--- config.mk ---
export PLATFORM = sky130hd
export DESIGN_NAME = uart_rx
export DESIGN_NICKNAME = d
export VERILOG_FILES = /design/src/rtl/uart_rx_pkg.sv /design/src/rtl/uart_rx_fifo.sv /design/src/rtl/uart_rx.sv
export SDC_FILE = /design/constraint.sdc
export NUM_CORES = 1
export LEC_CHECK = 0
export CAP_MARGIN = 15
export CORE_AREA = 2 2 105 107
export CTS_BUF_LIST = sky130_fd_sc_hd__clkbuf_8
export DETAILED_ROUTE_END_ITERATION = 16
export DIE_AREA = 0 0 107 109
export MAX_ROUTING_LAYER = met4
export PLACE_DENSITY = 0.79
export REMOVE_ABC_BUFFERS = 1
export SLEW_MARGIN = 30
export SYNTH_ARGS = -nofsm -noshare
export SYNTH_HDL_FRONTEND = slang
export SYNTH_HIERARCHICAL = 1
export SYNTH_SLANG_ARGS = --single-unit
--- constraint.sdc ---
create_clock -name clk -period 4.4 [get_ports clk]
set_clock_uncertainty 0.05 [all_clocks]
set_input_delay 0.88 -clock clk [delete_from_list [all_inputs] [get_ports clk]]
set_output_delay 0.88 -clock clk [all_outputs]
set_load 0.005 [all_outputs]
--- src/rtl/uart_rx_pkg.sv ---
`default_nettype none
// ============================================================================
// Module   : uart_rx_pkg
// Brief    : Shared types, register offsets and bit indices for uart_rx.
// Revision : 1.0 - initial release
// ============================================================================
package uart_rx_pkg;

    typedef enum logic [1:0] {
        ST_IDLE  = 2'd0,
        ST_START = 2'd1,
        ST_DATA  = 2'd2,
        ST_STOP  = 2'd3
    } rx_state_e;

    localparam logic [3:0] c_rxdata_off = 4'h0;
    localparam logic [3:0] c_status_off = 4'h4;
    localparam logic [3:0] c_ctrl_off   = 4'h8;

    localparam int c_st_nempty_bit = 0;
    localparam int c_st_full_bit   = 1;
    localparam int c_st_ovr_bit    = 2;
    localparam int c_st_ferr_bit   = 3;
    localparam int c_st_busy_bit   = 4;

    localparam int c_ctrl_en_bit    = 0;
    localparam int c_ctrl_ie_bit    = 1;
    localparam int c_ctrl_clr_bit   = 2;
    localparam int c_ctrl_flush_bit = 3;

    // STATUS shows the FIFO count in a 4-bit field, clamped at 15.
    function automatic logic [3:0] sat_count(input logic [6:0] v);
        return (v > 7'd15) ? 4'hF : v[3:0];
    endfunction

endpackage
`default_nettype wire

--- src/rtl/uart_rx_fifo.sv ---
`default_nettype none
// ============================================================================
// Module   : uart_rx_fifo
// Brief    : Synchronous byte FIFO with push, pop and flush (flush dominates).
// Revision : 1.0 - initial release
// ============================================================================
module uart_rx_fifo #(
    parameter int DEPTH = 8
) (
    input  logic                     clk,
    input  logic                     rst,
    input  logic                     i_push,
    input  logic [7:0]               i_push_data,
    input  logic                     i_pop,
    input  logic                     i_flush,
    output logic                     o_full,
    output logic                     o_empty,
    output logic [$clog2(DEPTH):0]   o_count,
    output logic [7:0]               o_head
);
    localparam int c_aw = $clog2(DEPTH);

    logic [7:0]      r_mem [DEPTH];
    logic [c_aw-1:0] r_wr_ptr;
    logic [c_aw-1:0] r_rd_ptr;
    logic [c_aw:0]   r_count;
    logic            w_push_ok;
    logic            w_pop_ok;

    assign o_full    = (r_count == (c_aw+1)'(DEPTH));
    assign o_empty   = (r_count == '0);
    assign o_count   = r_count;
    assign o_head    = r_mem[r_rd_ptr];
    assign w_push_ok = i_push && !o_full && !i_flush;
    assign w_pop_ok  = i_pop && !o_empty && !i_flush;

    always_ff @(posedge clk) begin
        if (w_push_ok) begin
            r_mem[r_wr_ptr] <= i_push_data;
        end
    end

    always_ff @(posedge clk or negedge rst) begin
        if (!rst) begin
            r_wr_ptr <= '0;
            r_rd_ptr <= '0;
            r_count  <= '0;
        end else if (i_flush) begin
            r_wr_ptr <= '0;
            r_rd_ptr <= '0;
            r_count  <= '0;
        end else begin
            if (w_push_ok) r_wr_ptr <= r_wr_ptr + c_aw'(1);
            if (w_pop_ok)  r_rd_ptr <= r_rd_ptr + c_aw'(1);
            case ({w_push_ok, w_pop_ok})
                2'b10:   r_count <= r_count + (c_aw+1)'(1);
                2'b01:   r_count <= r_count - (c_aw+1)'(1);
                default: r_count <= r_count;
            endcase
        end
    end
endmodule
`default_nettype wire

--- src/rtl/uart_rx.sv ---
`default_nettype none
// ============================================================================
// Module   : uart_rx
// Brief    : Memory-mapped 8N1 UART receiver with receive FIFO and interrupt.
// Revision : 1.0 - initial release
// ============================================================================
module uart_rx
    import uart_rx_pkg::*;
#(
    parameter int          CLKS_PER_BIT = 868,
    parameter int          FIFO_DEPTH   = 8,
    parameter logic [31:0] BASE_ADDR    = 32'h0000_0000
) (
    input  logic        clk,
    input  logic        rst,
    input  logic [31:0] addr,
    input  logic [31:0] write_data,
    input  logic        write_enable,
    input  logic        read_enable,
    output logic [31:0] read_data,
    output logic        uart_rx_valid,
    input  logic        rx,
    output logic        rx_interrupt
);
    localparam int          c_aw   = $clog2(FIFO_DEPTH);
    localparam logic [15:0] c_half = 16'(CLKS_PER_BIT / 2 - 1);
    localparam logic [15:0] c_full = 16'(CLKS_PER_BIT - 1);

    logic            r_rx_meta, r_rx_s, r_rx_prev;
    rx_state_e       r_state, w_state_next;
    logic [15:0]     r_cnt, w_cnt_next;
    logic [2:0]      r_bit_idx, w_bit_idx_next;
    logic [7:0]      r_shift, w_shift_next;
    logic            w_stop_ok, w_stop_bad;
    logic            r_push;
    logic            r_en, r_ie, r_ovr, r_ferr, r_irq, r_rd_prev;
    logic            w_hit, w_rd_rxdata, w_rd_status, w_rd_ctrl, w_wr_ctrl;
    logic            w_flush, w_clr, w_pop;
    logic            w_full, w_empty;
    logic [c_aw:0]   w_count;
    logic [7:0]      w_head;
    logic            w_unused_bits;

    assign w_unused_bits = &{1'b0, write_data[31:4]};

    always_ff @(posedge clk or negedge rst) begin
        if (!rst) begin
            r_rx_meta <= 1'b1;
            r_rx_s    <= 1'b1;
            r_rx_prev <= 1'b1;
        end else begin
            r_rx_meta <= rx;
            r_rx_s    <= r_rx_meta;
            r_rx_prev <= r_rx_s;
        end
    end

    always_ff @(posedge clk or negedge rst) begin
        if (!rst) begin
            r_state   <= ST_IDLE;
            r_cnt     <= '0;
            r_bit_idx <= '0;
            r_shift   <= '0;
            r_push    <= 1'b0;
        end else begin
            r_state   <= w_state_next;
            r_cnt     <= w_cnt_next;
            r_bit_idx <= w_bit_idx_next;
            r_shift   <= w_shift_next;
            r_push    <= w_stop_ok;
        end
    end

    always_comb begin
        w_state_next   = r_state;
        w_cnt_next     = r_cnt;
        w_bit_idx_next = r_bit_idx;
        w_shift_next   = r_shift;
        w_stop_ok      = 1'b0;
        w_stop_bad     = 1'b0;
        case (r_state)
            ST_IDLE: begin
                if (!r_rx_s && r_rx_prev) begin
                    w_cnt_next   = c_half;
                    w_state_next = ST_START;
                end
            end
            ST_START: begin
                if (r_cnt == '0) begin
                    if (r_rx_s) begin
                        w_state_next = ST_IDLE;
                    end else begin
                        w_cnt_next     = c_full;
                        w_bit_idx_next = '0;
                        w_state_next   = ST_DATA;
                    end
                end else begin
                    w_cnt_next = r_cnt - 16'd1;
                end
            end
            ST_DATA: begin
                if (r_cnt == '0) begin
                    // Line order is LSB first, so bits enter at the top.
                    w_shift_next   = {r_rx_s, r_shift[7:1]};
                    w_cnt_next     = c_full;
                    w_bit_idx_next = r_bit_idx + 3'd1;
                    if (r_bit_idx == 3'd7) w_state_next = ST_STOP;
                end else begin
                    w_cnt_next = r_cnt - 16'd1;
                end
            end
            ST_STOP: begin
                if (r_cnt == '0) begin
                    w_stop_ok    = r_rx_s;
                    w_stop_bad   = !r_rx_s;
                    w_state_next = ST_IDLE;
                end else begin
                    w_cnt_next = r_cnt - 16'd1;
                end
            end
            default: w_state_next = ST_IDLE;
        endcase
        if (!r_en) begin
            w_state_next = ST_IDLE;
            w_stop_ok    = 1'b0;
            w_stop_bad   = 1'b0;
        end
    end

    assign w_hit         = (addr[31:4] == BASE_ADDR[31:4]);
    assign w_rd_rxdata   = read_enable && w_hit && (addr[3:0] == c_rxdata_off);
    assign w_rd_status   = read_enable && w_hit && (addr[3:0] == c_status_off);
    assign w_rd_ctrl     = read_enable && w_hit && (addr[3:0] == c_ctrl_off);
    assign w_wr_ctrl     = write_enable && w_hit && (addr[3:0] == c_ctrl_off);
    assign w_flush       = w_wr_ctrl && write_data[c_ctrl_flush_bit];
    assign w_clr         = w_wr_ctrl && write_data[c_ctrl_clr_bit];
    // Only the first cycle of a (possibly stalled) RXDATA load pops.
    assign w_pop         = w_rd_rxdata && !r_rd_prev && !w_empty;
    assign uart_rx_valid = w_rd_rxdata || w_rd_status || w_rd_ctrl;
    assign rx_interrupt  = r_irq;

    always_comb begin
        read_data = '0;
        if (w_rd_rxdata && !w_empty) begin
            read_data = {23'd0, 1'b1, w_head};
        end else if (w_rd_status) begin
            read_data = {20'd0, sat_count(7'(w_count)), 3'd0,
                         (r_state != ST_IDLE), r_ferr, r_ovr, w_full, !w_empty};
        end else if (w_rd_ctrl) begin
            read_data = {30'd0, r_ie, r_en};
        end
    end

    always_ff @(posedge clk or negedge rst) begin
        if (!rst) begin
            r_en      <= 1'b0;
            r_ie      <= 1'b0;
            r_ovr     <= 1'b0;
            r_ferr    <= 1'b0;
            r_irq     <= 1'b0;
            r_rd_prev <= 1'b0;
        end else begin
            r_rd_prev <= w_rd_rxdata;
            if (w_wr_ctrl) begin
                r_en <= write_data[c_ctrl_en_bit];
                r_ie <= write_data[c_ctrl_ie_bit];
            end
            if (w_clr) begin
                r_ovr  <= 1'b0;
                r_ferr <= 1'b0;
            end
            if (w_stop_bad)                    r_ferr <= 1'b1;
            if (r_push && w_full && !w_flush)  r_ovr  <= 1'b1;
            r_irq <= r_ie && (!w_empty || r_ovr || r_ferr);
        end
    end

    uart_rx_fifo #(
        .DEPTH (FIFO_DEPTH)
    ) u_fifo (
        .clk         (clk),
        .rst         (rst),
        .i_push      (r_push),
        .i_push_data (r_shift),
        .i_pop       (w_pop),
        .i_flush     (w_flush),
        .o_full      (w_full),
        .o_empty     (w_empty),
        .o_count     (w_count),
        .o_head      (w_head)
    );
endmodule
`default_nettype wire

### Word level (Yosys, flattened, before mapping)

Memory sizes are Yosys's and may differ from the RTL's.
Index checks and enable logic that the tools add are counted.

| storage, ports and cells | value |
|---|---|
| register bits after elaboration | 49 |
| RAM bits | 64 |
| output and inout port bits | 34 |
| word-level logic and storage cells | 126 |
| memories kept | 1 |

| operators by class | value |
|---|---|
| add/sub/neg operators | 6 |
| eq/ne operators | 20 |
| muxes and demuxes | 38 |
| reductions and logical operators | 44 |

Memory list:

| name | depth | width | read ports | clocked after memory_dff | wr ports | line | text |
|---|---|---|---|---|---|---|---|
| u_fifo.r_mem | 8 | 8 | 1 | 0 | 1 | uart_rx_fifo.sv:23 | `logic [7:0] r_mem [DEPTH];` |

Operator list:

| operator | count |
|---|---|
| 2-to-1 mux 16 bit | 5 |
| 2-to-1 mux 32 bit | 2 |
| case mux 16 bit (4 select lines) | 1 |
| zero test 28 bit | 1 |
| 2-to-1 mux 3 bit | 7 |
| logical AND 1 bit | 19 |
| inequality test 3 bit (second input constant) | 6 |
| zero test 16 bit | 1 |
| 2-to-1 mux 2 bit | 8 |
| subtractor 16 x 1 -> 16 bit (second input constant) | 1 |
| nonzero test 2 bit | 6 |
| 2-to-1 mux 1 bit | 11 |
| inequality test 2 bit (second input constant) | 5 |
| adder 3 x 1 -> 3 bit (second input constant) | 3 |
| equality test 4 bit (second input constant) | 2 |
| zero test 4 bit | 2 |
| case mux 2 bit (4 select lines) | 1 |
| case mux 4 bit (2 select lines) | 1 |
| equality test 2 bit (second input constant) | 3 |
| case mux 3 bit (2 select lines) | 1 |
| zero test 1 bit | 5 |
| AND reduction 5 bit | 1 |
| adder 4 x 1 -> 4 bit (second input constant) | 1 |
| equality test 2 x 1 -> 1 bit (second input constant) | 2 |
| other kinds (10) | 13 |

### Logic depth before layout (Yosys ltp)

Gate-level depths: netlist of run 1.

| logic depth | value |
|---|---|
| depth in word-level cells | 10 |
| depth in mapped cells | 14 |
| mapped depth without buffers | 13 |

### By module

Netlist of run 1, hierarchy kept.

By module, submodules not included:

| module | instances | cells each | area each (µm²) | seq. area each (µm²) |
|---|---|---|---|---|
| uart_rx_fifo | 1 | 171 | 3,105.5 | 2,172.1 |
| uart_rx | 1 | 250 | 2,486.1 | 979.7 |

### Worst setup path before layout of run 1

OpenSTA, ideal clock, no wires.

| timing path | value |
|---|---|
| path type | input port to flip-flop |
| start | input addr[14] |
| end | register u_fifo.r_count[3] (netlist: u_fifo/o_count[3]) |
| setup time | 0.104 ns |
| arrival | 4.559 ns |
| required time | 4.246 ns |
| slack | -0.313 ns |
| stages on the path | 14 |
| buffers on the path | 1 |
| cell sequence | nor4_1 -> nand4_1 -> or4b_1 -> or2_2 -> clkbuf_1 -> nor4_1 -> o41ai_2 -> a21oi_2 -> nor2b_1 -> ha_1 -> a21oi_1 -> nand2_1 -> or4b_1 -> o311ai_1 |

| between the ends | value |
|---|---|
| word-level cells in the longest chain between the ends | 10 |

RTL lines:

| element | line | text |
|---|---|---|
| start, declared | uart_rx.sv:16 | `input logic [31:0] addr,` |
| zero test 28 bit (*) | uart_rx.sv:130 | `assign w_hit = (addr[31:4] == BASE_ADDR[31:4]);` |
| logical AND 1 bit (*) (2 in series) | uart_rx.sv:131 | `assign w_rd_rxdata = read_enable && w_hit && (addr[3:0] == c_rxdata_off);` |
| logical AND 1 bit (*) (2 in series) | uart_rx.sv:138 | `assign w_pop = w_rd_rxdata && !r_rd_prev && !w_empty;` |
| via w_pop | uart_rx.sv:38 | `logic w_flush, w_clr, w_pop;` |
| logical AND 1 bit (*) (2 in series) | uart_rx_fifo.sv:35 | `assign w_pop_ok = i_pop && !o_empty && !i_flush;` |
| equality test 2 x 1 -> 1 bit / equality test 2 bit (equally long branches) | uart_rx_fifo.sv:55 | `case ({w_push_ok, w_pop_ok})` |
| case mux 4 bit (2 select lines) | uart_rx_fifo.sv:55 |  |
| 2-to-1 mux 4 bit | uart_rx_fifo.sv:48 | `end else if (i_flush) begin` |
| end signal, assigned | uart_rx_fifo.sv:56 | `2'b10: r_count <= r_count + (c_aw+1)'(1);` |
| end signal, assigned | uart_rx_fifo.sv:57 | `2'b01: r_count <= r_count - (c_aw+1)'(1);` |
| end signal, assigned | uart_rx_fifo.sv:58 | `default: r_count <= r_count;` |
| end, declared | uart_rx_fifo.sv:26 | `logic [c_aw:0] r_count;` |

The timed path passes the listed nets; every way through them passes the cells marked *.
A chain may end at the register's enable or synchronous reset.

### Worst setup path after layout of run 1

| timing path | value |
|---|---|
| start | input addr[5] |
| end | output read_data[6] |

| between the ends | value |
|---|---|
| word-level cells in the longest chain between the ends | 5 |

RTL lines:

| element | line | text |
|---|---|---|
| zero test 28 bit | uart_rx.sv:130 |  |
| logical AND 1 bit (2 in series) | uart_rx.sv:131 |  |
| logical AND 1 bit | uart_rx.sv:144 | `if (w_rd_rxdata && !w_empty) begin` |
| 2-to-1 mux 32 bit | uart_rx.sv:144 |  |
| end, declared | uart_rx.sv:20 | `output logic [31:0] read_data,` |

Every way passes these cells.

==> results of run 1 <==
registers in the layout, indices dropped and copies added, names as in the netlist:
name,cells
u_fifo/o_count,4
u_fifo/r_rd_ptr,3
u_fifo/r_wr_ptr,3
u_fifo/r_mem,64
r_state,2
r_rd_prev,1
r_cnt,16
r_rx_prev,1
r_rx_meta,1
r_shift,8
r_ferr,1
r_ovr,1
r_rx_s,1
r_en,1
r_push,1
r_bit_idx,3
r_ie,1
rx_interrupt,1
cell type report:
class | instances | area, um^2 | share of cell area
well taps | 140 | 175 | 0.0256
flip-flops and latches | 113 | 3150 | 0.461
multi-input cells | 279 | 2280 | 0.333
inverters | 13 | 48.8 | 0.00713
repair buffers | 85 | 793 | 0.116
clock inverters | 10 | 95.1 | 0.0139
clock buffers | 22 | 303 | 0.0442
cells in the mapped netlist (3+ instances only):
| cell type | count | area share |
|---|---|---|
| edfxtp_1 | 64 | 0.34 |
| and3_1 | 9 | 0.010 |
| o31ai_1 | 5 | 0.0067 |
| a21oi_1 | 11 | 0.0098 |
| clkbuf_1 | 8 | 0.0054 |
| ha_1 | 12 | 0.027 |
| a22oi_1 | 5 | 0.0067 |
| a211oi_1 | 3 | 0.0040 |
| xnor2_1 | 4 | 0.0063 |
| mux2_2 | 19 | 0.038 |
| nand2_1 | 13 | 0.0087 |
| nand3_1 | 9 | 0.0081 |
| dfrtp_1 | 46 | 0.21 |
| o2bb2ai_1 | 3 | 0.0047 |
| a22oi_2 | 5 | 0.011 |
| nor2b_1 | 3 | 0.0034 |
| nor4_1 | 10 | 0.011 |
| nand2b_1 | 5 | 0.0056 |
| or4b_1 | 3 | 0.0054 |
| xor2_1 | 4 | 0.0063 |
| nor2_1 | 36 | 0.024 |
| or3_1 | 4 | 0.0045 |
| mux2i_1 | 6 | 0.011 |
| or4_1 | 5 | 0.0067 |
| or2_2 | 3 | 0.0034 |
| buf_4 | 20 | 0.027 |
| inv_1 | 13 | 0.0087 |
| buf_6 | 3 | 0.0060 |
| nor3_1 | 15 | 0.013 |
| dfstp_2 | 3 | 0.014 |
| mux4_2 | 16 | 0.064 |
| o21ai_0 | 5 | 0.0045 |
routing by layer:
metal  share of wire  GRT usage  vias up
met4           0.017     0.0807        0
met3           0.051     0.0556       20
met2            0.53      0.365      109
met5               0          -        -
met1            0.40      0.262     1881
li1                -          -     1753
what timing repair did:
| item | 4_1_cts | 5_1_grt |
|---|---|---|
| buffers inserted | 1 | 0 |
| gates resized for setup | 1 | 18 |
| hold buffers | 0 | 0 |
| setup endpoints to repair | 1 | 13 |
| gates cloned | 0 | 0 |
| pin swaps | 1 | 2 |
worst paths after layout:
kind                                   start                 to  cells past startpoint
min                                r_rx_meta             r_rx_s                      0
min reg2reg                        r_rx_meta             r_rx_s                      0
min in group asynchronous                rst  u_fifo/o_count[1]                      2
max                                  addr[5]       read_data[6]                      9
max reg2reg                u_fifo/o_count[0]  u_fifo/o_count[3]                     12
max in group asynchronous                rst         r_shift[3]                      2
through the flow:
stage / std cells / instance area, um^2 / setup slack (ns)
3_3_place_gp: 629 / 6370 / -0.259
4_1_cts: 662 / 6780 / 0.00784
6_report: 662 / 6840 / 0.0622
3_5_place_dp: 629 / 6370 / -0.331
5_1_grt: 662 / 6840 / -0.0442
2_1_floorplan: 405 / 5430 / -0.228
power groups by stage:
stage / clock (mW) / combinational, mW / sequential, mW
3_3_place_gp: 0 / 0.0660 / 1.14
4_1_cts: 0.965 / 0.0682 / 1.11
2_1_floorplan: 0 / 0.0151 / 1.14
5_1_grt: 1.01 / 0.0765 / 1.11
3_5_place_dp: 0 / 0.0674 / 1.14
6_report: 0.950 / 0.0694 / 1.11
worst reg2reg max path: cells and delay by family, from the launching register on:
family	cells	cell delay, ns
AND/OR/NAND/NOR	6	1.69
flip-flops	1	0.50
buffers and inverters	2	0.31
adder cells (fa/ha/maj)	1	0.31
AO/OA/AOI/OAI	3	0.23
cells by family after synthesis:
family	synth area share
compound gates	0.105
xor+xnor	0.0125
fa+ha+maj	0.0304
buf+inv	0.0503
flops	0.564
mux	0.113
other cells	0.000671
simple gates	0.124
==> results.json, run 1 <==
{
  "grt_max_degree": 50,
  "portBuffers": 54,
  "antenna_found_initial": 0,
  "drtIter0Drc": 248,
  "synth_edf_count": 64,
  "path_clk_slew_ns": 0.06,
  "seqPwrFrac": 0.522,
  "syn2layout_area_growth_pct": 22.4,
  "internal_power_mw": 1.72,
  "io_pins": 103,
  "crit_chain": "clkdlybuf4s50_1 -> nor4_1 -> nand4_1 -> or4b_4 -> buf_4 -> nor2_1 -> buf_4 -> and3_1 -> clkdlybuf4s50_1",
  "fin_tns_setup_ns": 0,
  "critPathBufInv": 4,
  "gp_routability_congestion": 0.839,
  "cpMaxStageDelayCell": "or4b_4",
  "final_core_util": 0.646,
  "cts.sinks": 113,
  "drc_errors": 0,
  "cp.required_ns": 3.47,
  "cts_tree": "done",
  "synth_area_um2": 5590,
  "setup_viol": 0,
  "fin_crit_sh": 0.986,
  "max_stage_delay_ns": 0.55,
  "nFillCells": 744,
  "leakagePower_nw": 3.03,
  "reg2reg_slack_ns": 1.19,
  "end_kind": "output port",
  "ant_nets": 0,
  "initial_utilization": 0.527,
  "hold_ws_ns": 0.308,
  "avgSynthCellArea_um2": 13.3,
  "cellPowerDensity_nw_per_um2": 312,
  "viasPerCell": 5.68,
  "fin_nets": 591,
  "irDropWorstVdd_v": 0.000199,
  "tightest_slew_ns": 0.761,
  "cts-buffers-inserted": 17,
  "cp_top_family": "simple AND/OR/NAND/NOR gates",
  "worstPathMaxFanout": 6,
  "die_y_um": 109,
  "cp-start-kind": "input pin",
  "status": "finished clean",
  "slew_headroom": 0.488,
  "layout_common_cells": "64 x edfxtp_1, 46 x dfrtp_1, 43 x clkdlybuf4s50_1, 35 x nor2_1, 31 x buf_4",
  "ys.flop_type": "edfxtp_1",
  "grt_use_total": 0.220,
  "worstPathArrival_ns": 3.41,
  "synth-seq-cells": 113,
  "drt_pass1_iterations": 4,
  "p_sw_mw": 0.417,
  "pwr-share-clk": 0.445,
  "switching_share": 0.195,
  "core_um2": 10600,
  "netlist_instances": 421,
  "final_common_cell": "edfxtp_1",
  "wire_per_inst_um": 17.9,
  "hold_viol": 0,
  "path_class": "input pin to output port",
  "grt_pass1_vias": 3783,
  "finalMaxSlewViolations": 0,
  "maxCapViolCount": 0,
  "yosysWarnings": 6,
  "grt_pass1_wl_um": 18600,
  "pwr-share-comb": 0.033,
  "max_freq_ghz": 0.231,
  "drive_gt1_frac": 0.247,
  "die_w_um": 107,
  "final.min_clock_period_ns": 4.34,
  "rows": 38,
  "cts-root-buf": "clkbuf_8",
  "async_reset_ff_frac": 0.434,
  "num_vias": 3763,
  "insertion_delay_ns": 0.42,
  "min_path_type": "flip-flop to flip-flop",
  "num_antenna_cells": 0,
  "clk_path_buf_depth": 2,
  "htreeDepth": 4,
  "gr-total-overflow": 0,
  "yosysSeqAreaShare": 0.564,
  "dieArea_um2": 11700,
  "dpl.hpwl_um": 8280,
  "fin_total_pwr_mw": 2.13,
  "ys_types": 74,
  "wl_um": 11900
}
Note: power is estimated with default switching activity, not from simulation.
==> run 2, diff against run 1 <==
Settings changed: CAP_MARGIN 15 to 20.
==> results of run 2 <==
No change in the layout: final DEF, timing and power equal those of run 1.
==> run 3, diff against run 2 <==
Settings changed: TNS_END_PERCENT set to 10.
==> results.json, run 3 (synthesis results as in run 1) <==
{
  "drive_gt1_frac": 0.247,
  "cellPowerDensity_nw_per_um2": 312,
  "setup_viol": 0,
  "path_clk_slew_ns": 0.06,
  "fin_crit_sh": 0.995,
  "initial_utilization": 0.527,
  "critPathBufInv": 4,
  "cts.sinks": 113,
  "grt_pass1_wl_um": 18600,
  "multi_input_area_um2": 2280,
  "portBuffers": 54,
  "cts-buffers-inserted": 17,
  "worstPathArrival_ns": 3.45,
  "drc_errors": 0,
  "nFillCells": 745,
  "final_common_cell": "edfxtp_1",
  "num_vias": 3763,
  "dpl.hpwl_um": 8280,
  "hold_viol": 0,
  "ant_nets": 0,
  "r2r_cells": 12,
  "end_kind": "output port",
  "num_antenna_cells": 0,
  "die_y_um": 109,
  "cts_tree": "done",
  "viasPerCell": 5.68,
  "grt_pass1_vias": 3783,
  "hold_ws_ns": 0.308,
  "crit_chain": "clkdlybuf4s50_1 -> nor4_1 -> nand4_1 -> or4b_4 -> buf_4 -> nor2_1 -> buf_4 -> and3_1 -> clkdlybuf4s50_1",
  "wl_um": 11900,
  "largest_register_ffs": 64,
  "startpoint": "addr[5]",
  "wire_per_inst_um": 17.9,
  "timing.rr.start": "u_fifo/o_count[0]",
  "clk_path_buf_depth": 2,
  "cp_top_family": "simple AND/OR/NAND/NOR gates",
  "hold_end": "r_rx_s",
  "cts-root-buf": "clkbuf_8",
  "leakagePower_nw": 3.02,
  "rows": 38,
  "io_pins": 103,
  "regArea_um2": 3150,
  "insertion_delay_ns": 0.42,
  "worstPathMaxFanout": 6,
  "grt_use_total": 0.220,
  "htreeDepth": 4,
  "cp.required_ns": 3.47,
  "irDropWorstVdd_v": 0.000199,
  "reg2reg_slack_ns": 1.19,
  "slew_headroom": 0.488,
  "status": "finished clean",
  "rsz0062_at_grt": "true",
  "path_class": "input pin to output port",
  "fin_total_pwr_mw": 2.13,
  "cts_hold_buf": 0,
  "drt_pass1_iterations": 4,
  "maxCapViolCount": 0,
  "die_w_um": 107,
  "fin_nets": 591,
  "max_freq_ghz": 0.228,
  "drtIter0Drc": 248,
  "final.min_clock_period_ns": 4.38,
  "layout_common_cells": "64 x edfxtp_1, 46 x dfrtp_1, 44 x clkdlybuf4s50_1, 35 x nor2_1, 31 x buf_4",
  "gp_routability_congestion": 0.839,
  "tightest_slew_ns": 0.761,
  "antenna_found_initial": 0,
  "grt_max_degree": 50,
  "max_stage_delay_ns": 0.55,
  "gr-total-overflow": 0,
  "reg.largest.list": "u_fifo/r_mem (64), r_cnt (16), r_shift (8)",
  "r2r_end": "u_fifo/o_count[3]",
  "fin_tns_setup_ns": 0,
  "cpMaxStageDelayCell": "or4b_4",
  "core_um2": 10600,
  "cp-start-kind": "input pin",
  "syn2layout_area_growth_pct": 22.4,
  "dieArea_um2": 11700,
  "hold_start": "r_rx_meta",
  "finalMaxSlewViolations": 0,
  "top_register": "u_fifo/r_mem",
  "hold_depth": 0,
  "min_path_type": "flip-flop to flip-flop"
}
==> run 3: changes by cell type in the layout (fill, tap and decap cells not counted) <==
cell	previous run	this run
clkdlybuf4s50_1	43	44
dlymetal6s2s_1	10	9
==> run 3: through the flow <==
| step | setup WS (ns) | utilization | area [um^2] | cells |
|---|---|---|---|---|
| detailed placement | -0.331 | 0.601 | 6370 | 629 |
| CTS | 0.00784 | 0.640 | 6780 | 662 |
| floorplan | -0.228 | - | 5430 | 405 |
| global placement | -0.259 | 0.600 | 6370 | 629 |
| global route | -0.0742 | 0.645 | 6840 | 662 |
| finish | 0.0236 | 0.645 | 6840 | 662 |
==> run 3: power by group <==
part	total [mW]	switching (mW)	leakage, nW	internal (mW)
clock network	0.950	0.384	0.223	0.566
logic	0.0694	0.0319	1.43	0.0376
registers	1.11	0.00125	1.37	1.11
total	2.13	0.417	3.02	1.72
==> run 3: worst max path at each step <==
stage | cells past startpoint | end | slack (ns)
after floorplan | 13 | u_fifo/o_count[3] | -0.23
after global placement | 15 | u_fifo/o_count[3] | -0.26
after detailed placement | 16 | u_fifo/o_count[3] | -0.33
after CTS | 8 | read_data[4] | 0.008
after global routing | 9 | read_data[5] | -0.07
final | 9 | read_data[5] | 0.02
==> run 3: cell type report <==
cell class                      count  share of cell area
Inverter                           13             0.00713
Tap cell                          140              0.0256
Sequential cell                   113               0.461
Clock inverter                     10              0.0139
Multi-Input combinational cell    279               0.333
Clock buffer                       22              0.0443
Timing Repair Buffer               85               0.116
==> run 3: worst reg2reg max path: stages (launching register included) <==
cell      delay [ns]
dfrtp_1         0.50
nor4_1          0.72
nor4_1          0.12
buf_4           0.17
o41ai_2         0.06
a21oi_2         0.08
nor2b_4         0.15
buf_4           0.14
ha_1            0.31
nand3_1         0.12
nand2_1         0.07
or4b_1          0.51
o311ai_1        0.09
==> run 3: routing by layer <==
metal / up-vias / wire [um] / global-route usage / part of all wire
met3: 20 / 603 / 0.0556 / 0.051
met2: 109 / 6270 / 0.365 / 0.53
li1: 1753 / - / - / -
met1: 1881 / 4790 / 0.262 / 0.40
met4: 0 / 202 / 0.0807 / 0.017
met5: - / 0 / - / 0
==> run 3: repair_timing <==
item / in CTS / in global routing
endpoints found under the hold margin: 0 / 0
buffers inserted: 1 / 0
resized for setup: 1 / 17
pin swaps: 1 / 2
setup endpoints to repair: 1 / 13
